**config.mk**
```make
export PLATFORM = sky130hd
export DESIGN_NAME = mmio_uart_tx
export DESIGN_NICKNAME = d
export VERILOG_FILES = /design/src/rtl/mmio_uart_tx_pkg.sv /design/src/rtl/uart_tx_fifo.sv /design/src/rtl/mmio_uart_tx.sv
export SDC_FILE = /design/constraint.sdc
export NUM_CORES = 1
export LEC_CHECK = 0
export CORE_MARGIN = 2
export CORE_UTILIZATION = 30
export CTS_CLUSTER_SIZE = 16
export DETAILED_ROUTE_END_ITERATION = 10
export PLACE_DENSITY = 0.6
export SYNTH_ARGS = -nofsm -noshare
export SYNTH_HDL_FRONTEND = slang
export SYNTH_SLANG_ARGS = --single-unit
```
**constraint.sdc**
```tcl
create_clock -name clock -period 2.3 [get_ports clock]
set_input_delay 0.46 -clock clock [delete_from_list [all_inputs] [get_ports clock]]
set_output_delay 0.46 -clock clock [all_outputs]
set_load 0.05 [all_outputs]
```
**src/rtl/mmio_uart_tx_pkg.sv**
```systemverilog
// mmio_uart_tx_pkg: shared state type and register field positions for the MMIO UART transmitter
package mmio_uart_tx_pkg;

    typedef enum logic [1:0] {IDLE, START, DATA, STOP} UartTxState_t;

    localparam int UART_STATUS_ACK       = 0;
    localparam int UART_STATUS_FULL      = 1;
    localparam int UART_STATUS_EMPTY     = 2;
    localparam int UART_STATUS_BUSY      = 3;
    localparam int UART_STATUS_COUNT_LSB = 4;

    localparam int UART_CMD_TOGGLE = 8;

endpackage

```
**src/rtl/uart_tx_fifo.sv**
```systemverilog
// uart_tx_fifo: small synchronous byte FIFO feeding the UART serialiser
module uart_tx_fifo #(
    parameter int DEPTH_LOG2 = 3
) (
    input  logic                  clock,
    input  logic                  reset,
    input  logic                  push,
    input  logic                  pop,
    input  logic [7:0]            din,
    output logic [7:0]            dout,
    output logic                  full,
    output logic                  empty,
    output logic [DEPTH_LOG2:0]   count
);

    logic [7:0]            mem_q [2**DEPTH_LOG2];
    logic [DEPTH_LOG2-1:0] wr_q;
    logic [DEPTH_LOG2-1:0] rd_q;
    logic [DEPTH_LOG2:0]   cnt_q;
    logic                  do_push;
    logic                  do_pop;

    // Count never exceeds 2^N, so its top bit alone marks a full FIFO
    assign full    = cnt_q[DEPTH_LOG2];
    assign empty   = cnt_q == '0;
    assign count   = cnt_q;
    assign dout    = mem_q[rd_q];
    assign do_push = push && !full;
    assign do_pop  = pop && !empty;

    // Pointer and occupancy bookkeeping; pointers wrap naturally at 2^N
    always_ff @(posedge clock or negedge reset) begin
        if (!reset) begin
            wr_q  <= '0;
            rd_q  <= '0;
            cnt_q <= '0;
        end else begin
            if (do_push) wr_q <= wr_q + 1'b1;
            if (do_pop) rd_q <= rd_q + 1'b1;
            cnt_q <= cnt_q + (DEPTH_LOG2+1)'(do_push) - (DEPTH_LOG2+1)'(do_pop);
        end
    end

    // Storage array needs no reset; only slots below the write pointer are ever read
    always_ff @(posedge clock) begin
        if (do_push) mem_q[wr_q] <= din;
    end

endmodule

```
**src/rtl/mmio_uart_tx.sv**
```systemverilog
// mmio_uart_tx: toggle-handshake MMIO front end, byte FIFO and 8N1 serialiser
module mmio_uart_tx
    import mmio_uart_tx_pkg::*;
#(
    parameter int CLOCKS_PER_BIT  = 434,
    parameter int FIFO_DEPTH_LOG2 = 3
) (
    input  logic        clock,
    input  logic        reset,
    input  logic [31:0] txCommand,
    output logic [31:0] txStatus,
    output logic        txd
);

    localparam int                BAUD_W    = $clog2(CLOCKS_PER_BIT);
    localparam logic [BAUD_W-1:0] BAUD_LOAD = BAUD_W'(CLOCKS_PER_BIT - 1);

    UartTxState_t             state_q, state_d;
    logic [BAUD_W-1:0]        baud_q, baud_d;
    logic [7:0]               shift_q, shift_d;
    logic [2:0]               bit_q, bit_d;
    logic                     txd_q, txd_d;
    logic                     ack_q, ack_d;
    logic                     push;
    logic                     pop;
    logic [7:0]               fifo_dout;
    logic                     fifo_full;
    logic                     fifo_empty;
    logic [FIFO_DEPTH_LOG2:0] fifo_count;
    logic                     unused_cmd;

    assign unused_cmd = ^txCommand[31:9];

    // A differing toggle is a pending request; it waits while the FIFO is full
    assign push  = (txCommand[UART_CMD_TOGGLE] != ack_q) && !fifo_full;
    assign ack_d = push ? txCommand[UART_CMD_TOGGLE] : ack_q;

    uart_tx_fifo #(
        .DEPTH_LOG2(FIFO_DEPTH_LOG2)
    ) u_fifo (
        .clock (clock),
        .reset (reset),
        .push  (push),
        .pop   (pop),
        .din   (txCommand[7:0]),
        .dout  (fifo_dout),
        .full  (fifo_full),
        .empty (fifo_empty),
        .count (fifo_count)
    );

    // Next-state logic: each state lasts until the baud counter reads zero
    always_comb begin
        state_d = state_q;
        baud_d  = (baud_q == '0) ? baud_q : baud_q - 1'b1;
        shift_d = shift_q;
        bit_d   = bit_q;
        pop     = 1'b0;
        case (state_q)
            IDLE: begin
                if (!fifo_empty) begin
                    pop     = 1'b1;
                    shift_d = fifo_dout;
                    baud_d  = BAUD_LOAD;
                    state_d = START;
                end
            end
            START: begin
                if (baud_q == '0) begin
                    baud_d  = BAUD_LOAD;
                    bit_d   = '0;
                    state_d = DATA;
                end
            end
            DATA: begin
                if (baud_q == '0) begin
                    baud_d  = BAUD_LOAD;
                    shift_d = {1'b0, shift_q[7:1]};
                    bit_d   = bit_q + 1'b1;
                    state_d = (bit_q == 3'd7) ? STOP : DATA;
                end
            end
            STOP: begin
                if (baud_q == '0) begin
                    pop     = !fifo_empty;
                    shift_d = fifo_empty ? shift_q : fifo_dout;
                    baud_d  = BAUD_LOAD;
                    state_d = fifo_empty ? IDLE : START;
                end
            end
            default: state_d = IDLE;
        endcase
        txd_d = (state_d == START) ? 1'b0 : (state_d == DATA) ? shift_d[0] : 1'b1;
    end

    // State registers; reset abandons any frame and forces the line high at once
    always_ff @(posedge clock or negedge reset) begin
        if (!reset) begin
            state_q <= IDLE;
            baud_q  <= '0;
            shift_q <= '0;
            bit_q   <= '0;
            txd_q   <= 1'b1;
            ack_q   <= 1'b0;
        end else begin
            state_q <= state_d;
            baud_q  <= baud_d;
            shift_q <= shift_d;
            bit_q   <= bit_d;
            txd_q   <= txd_d;
            ack_q   <= ack_d;
        end
    end

    assign txd = txd_q;

    // Status word assembly
    always_comb begin
        txStatus                                  = '0;
        txStatus[UART_STATUS_ACK]                 = ack_q;
        txStatus[UART_STATUS_FULL]                = fifo_full;
        txStatus[UART_STATUS_EMPTY]               = fifo_empty;
        txStatus[UART_STATUS_BUSY]                = state_q != IDLE;
        txStatus[UART_STATUS_COUNT_LSB +: 4]      = 4'(fifo_count);
    end

endmodule
```
# == Word level (Yosys, flattened, before mapping) ==
# Memories as Yosys holds them, arrays and structs flattened.
# Index checks and enable logic that the tools add are counted.
# op_classes
n_addsub,6
eq_ne,10
mux,25
reduce_logical,14
# ops
cell,count
two-way mux 9 bit,3
two-way mux 8 bit,3
case mux 8 bit (3 select lines),1
case mux 9 bit (2 select lines),1
"adder 3 x 1 -> 3 bit, second input constant",3
logical NOT 9 bit,1
"subtractor 9 x 1 -> 9 bit, second input constant",1
two-way mux 1 bit,8
two-way mux 2 bit,4
case mux 2 bit (4 select lines),1
"equality test 2 bit, second input constant",3
two-way mux 3 bit,2
"inequality test 2 bit, second input constant",3
case mux 3 bit (2 select lines),1
AND reduction 3 bit,2
adder 4 x 1 -> 4 bit,1
"equality test 2 x 1 -> 1 bit, second input constant",2
logical NOT 4 bit,1
nonzero test 2 bit,2
subtractor 4 x 1 -> 4 bit,1
"equality test 3 bit, second input constant",1
logical AND 1 bit,3
nonzero test 3 bit,1
OR reduction 3 bit,1
other kinds (4),5
# totals
register_bits,34
ram_bits,64
in_bits,34
output_inout_bits,33
wordCells,66
n_memories,1
# mem_list
memory,depth,word_bits,read_ports,rd_ports_with_merged_regs,write_ports,line,source
u_fifo.mem_q,8,8,1,0,1,uart_tx_fifo.sv:16,logic [7:0] mem_q [2**DEPTH_LOG2];

# == Longest topological paths before layout ==
# depth
depth_word,7
depth_mapped,11
depth_no_buf,11

# == By module ==
# A second synthesis with hierarchy kept.
# hier_totals
hier_cells,312
hier_area_um2,4683.2
# modules_own_cells
mod,n_inst,cells_each,area_each_um2,seq_area_each_um2
uart_tx_fifo,1,148,3045.4,2172.1
mmio_uart_tx,1,164,1637.8,601.8

# == Worst setup path before layout ==
# OpenSTA, ideal clock, no wires.
# synth_timing
kind,register to register
startpoint,reg u_fifo.cnt_q[2] (netlist: u_fifo.count[2])
endpoint,reg u_fifo.cnt_q[2] (netlist: u_fifo.count[2])
setup_time_ns,0.123
arrival_time_ns,2.727
required_ns,2.177
setup_slack_ns,-0.549
stages_incl_launch_ff,12
n_path_buf,0
period_less_slack_ns,2.849
path_cell_list,dfrtp_1 -> inv_1 -> ha_1 -> or3b_2 -> clkinv_1 -> nor3_1 -> ha_1 -> inv_1 -> ha_1 -> inv_1 -> fa_1 -> xnor2_1
# synth_via
elab_chain_len,6
word_cells_on_any_way,8
cone_classes,add/sub (2); mux (3); reduce/logical (3)
# synth_rtl
item,line,source
from (decl),uart_tx_fifo.sv:19,logic [DEPTH_LOG2:0] cnt_q;
from (signal assigned),uart_tx_fifo.sv:40,cnt_q <= cnt_q + (DEPTH_LOG2+1)'(do_push) - (DEPTH_LOG2+1)'(do_pop);
logical NOT 4 bit *,uart_tx_fifo.sv:25,assign empty = cnt_q == '0;
via fifo_empty,mmio_uart_tx.sv:28,logic fifo_empty;
logical NOT 1 bit,"uart_tx_fifo.sv:29, mmio_uart_tx.sv:85",
two-way mux 1 bit,mmio_uart_tx.sv:84,if (baud_q == '0) begin
case mux 1 bit (2 select lines),mmio_uart_tx.sv:59,case (state_q)
logical AND 1 bit *,uart_tx_fifo.sv:29,assign do_pop = pop && !empty;
via u_fifo.do_pop,uart_tx_fifo.sv:21,logic do_pop;
subtractor 4 x 1 -> 4 bit *,uart_tx_fifo.sv:40,
# Mark *: on every way through the listed nets, which the timed path passes. The rest lies on a longest branch.
# A chain may end at the register's enable or synchronous reset.

# == Final worst setup path ==
# layout_timing
startpoint,reg baud_q[0]
endpoint,reg u_fifo.cnt_q[1] (netlist: u_fifo.count[1])
# layout_via
elab_chain_len,5
# layout_rtl
item,line,source
from (decl),mmio_uart_tx.sv:19,"logic [BAUD_W-1:0] baud_q, baud_d;"
from (signal assigned),mmio_uart_tx.sv:107,baud_q <= baud_d;
logical NOT 9 bit,mmio_uart_tx.sv:84,
two-way mux 1 bit,mmio_uart_tx.sv:84,
case mux 1 bit (2 select lines),mmio_uart_tx.sv:59,
logical AND 1 bit,uart_tx_fifo.sv:29,
via u_fifo.do_pop,uart_tx_fifo.sv:21,
subtractor 4 x 1 -> 4 bit,uart_tx_fifo.sv:40,
# The timed path passes the listed nets, and every way through them passes these cells.

==> out/metrics.cfg <==
[sta]
setup_viol=1
fin_ws_ps=-64.2
drv_slew=0
tightest_slew_ps=788
min_period_ps=2360
max_freq_mhz=423
hold-worst-slack_ps=199
period_share_pct=103
hold_violations=0
max_slew_margin_pct=47.5
rsz0062_at_grt=true
fin_skew_ps=7.13

[place]
finalWeightedCongestion=0.826
io_buffers=19
placed_area_mm2=0.00522
dp_hpwl_mm=5.62

[cts]
cts-buffers-inserted=9
hold_buffers=0
root_buffer=clkbuf_16
clk_pin_slew_ps=60
ctsHtreeMaxLevel=3
cts_tree=built
worstSkewPairLatency_ps=350
clkSinkCount=98
ctsLongestPathBuffers=2

[floorplan]
io-pin-count=67
initial_core_util_pct=30.4
core_area_mm2=0.0151
die_area_mm2=0.0163
die_y_um=128
fp-row-count=45
die_w_um=128

[logic_synthesis]
yosysMostFrequentCell=edfxtp_1
synth_seq_cells=98
seq_area_frac_synth_pct=60.5
netlist_instances=316
synth_area_leader_cell=edfxtp_1
synth_common_cells=edfxtp_1, dfrtp_1, buf_4, nor2_1, ha_1
synth_edf_count=64
syn-mean-instance-area_um2=14.5
syn-cell-area_mm2=0.00459
synth-main-ff-cell=edfxtp_1
synth.top_cell.area_share_pct=41.9
async_flop_share_pct=34.7
synth.area.top_cells=edfxtp_1, dfrtp_1, mux4_2
ys.warnings.count=0
synth.distinct_cells=53

[setup_path]
max_stage_delay_ps=520
critPathRequiredTime_ps=2540
critical_path_class=reg2reg
critPathLaunch=baud_q[0]
critPathMaxFanout=2
r2r-start=baud_q[0]
crit_arrival_ps=2610
cp_slowest_cell=fa_2
critPathBufInv=4
end_kind=flip-flop
r2r-end=u_fifo.count[1]
crit_family=adder cells
worst-r2r-cell-count=11
crit_chain=inv_2 > ha_4 > nor4b_4 > a31oi_2 > nor3_4 > ha_4 > inv_4 > ha_4 > inv_2 > fa_2 > inv_2
startpoint_type=flip-flop
r2r_slack_ps=-60

[detailed_routing]
remaining_drc_errors=0
ant_nets=0
drt_iter0_markers=106
wl_per_cell_um=14.5
vias_per_cell=4.59
first_pass_iters=4
routed_wl_mm=8.26
vias=2620

[layout]
drive_gt1_share_pct=28.5
synthToLayoutAreaGrowth_pct=22.6
diodes=0
final_area_mm2=0.00562
num-fill-cells=1437
seq_area_mm2=0.00278
multi_input_area_mm2=0.00164
layout.nets=431

[power_and_ir_drop]
peakVddDrop_mv=0.495
p_leak_uw=0.00212
power_density_mw_per_mm2=873

[run]
maxCapViolCount=0

[global_routing]
grtUsageTotal_pct=11.0
grt_overflow=0
grt_max_degree=35
antenna_found_initial=0
grt_pass1_wl_mm=13.6
grt_pass1_vias=2654

[run_status]
status=finished, violations left
violations=setup timing

[worst_hold_path]
hold_class=in2async

## per-stage QoR
step | TNS [ps] | setup slack (ps) | cells | utilization, % | total power (µW)
2_1_floorplan | -316 | -126 | 339 | - | 3040
3_5_place_dp | -259 | -137 | 551 | 34.6 | 3390
3_3_place_gp | -118 | -68.1 | 551 | 34.6 | 3340
6_report | -64.2 | -64.2 | 571 | 37.3 | 4910
5_1_grt | -412 | -181 | 571 | 37.3 | 5140
4_1_cts | -186 | -110 | 570 | 36.9 | 4910
## layout make-up
| class | count | share of cell area (%) |
|---|---|---|
| Clock buffer | 9 | 4.01 |
| Clock inverter | 6 | 1.34 |
| Inverter | 18 | 1.42 |
| Multi-Input combinational cell | 186 | 29.2 |
| Sequential cell | 98 | 49.4 |
| Tap cell | 188 | 4.18 |
| Timing Repair Buffer | 66 | 10.4 |
## power by group
group	internal, µW	switching (µW)	leakage (µW)	total (µW)
logic	468	717	0.000987	1190
clock network	852	654	0.000144	1510
registers	2120	99.0	0.000987	2220
## what timing repair did
item                       4_1_cts  5_1_grt
gates cloned                     0        0
pin swaps                        0        4
setup buffers                    4        1
gates resized for setup          3       14
setup endpoints to repair        3       10
## cell families after synthesis
group	after synthesis	synth area share (%)
compound gates	35	6.90
xor+xnor	10	1.91
fa+ha+maj	18	5.07
buf+inv	55	7.15
flops	98	60.5
mux	30	10.6
other cells	1	0.0818
simple gates	69	7.83
## worst max path at each step
stage / endpoint / slack [ps] / cells after the start
2_1_floorplan: u_fifo.count[2] / -130 / 11
3_3_place_gp: u_fifo.count[2] / -70 / 11
3_5_place_dp: u_fifo.count[2] / -140 / 11
4_1_cts: u_fifo.count[1] / -110 / 11
5_1_grt: u_fifo.count[1] / -180 / 11
6_report: u_fifo.count[1] / -60 / 11
## flip-flops by register name (all words and copies together) (netlist names)
name / count
state_q: 2
u_fifo.mem_q: 64
ack_q: 1
u_fifo.wr_q: 3
baud_q: 9
u_fifo.rd_q: 3
shift_q: 8
bit_q: 3
txd: 1
u_fifo.count: 4
## worst reg2reg max path, delay by kind of cell (launching register included)
family / cells / cell delay (ps)
fa+ha+maj: 4 / 1010
simple gates: 2 / 480
flops: 1 / 390
buf+inv: 4 / 200
compound gates: 1 / 180
## per-layer routing
metal / up-vias / GRT usage (%) / routed length, µm
met5: - / 0 / 0
met4: 0 / 3.88 / 132
met3: 8 / 3.10 / 324
met2: 62 / 17.9 / 4040
met1: 1300 / 14.0 / 3760
li1: 1250 / - / -
## placed cells by master (no fill, tap or decap), types with 10 or more instances in the layout
master	netlist	layout
clkdlybuf4s50_1	0	16
dfrtp_1	33	32
inv_1	16	10
mux2i_1	12	12
mux4_2	14	14
ha_1	17	13
buf_4	28	44
nor2_1	27	27
conb_1	1	24
edfxtp_1	64	64
nand2_1	13	13
Note: power is estimated with default switching activity, not from simulation.
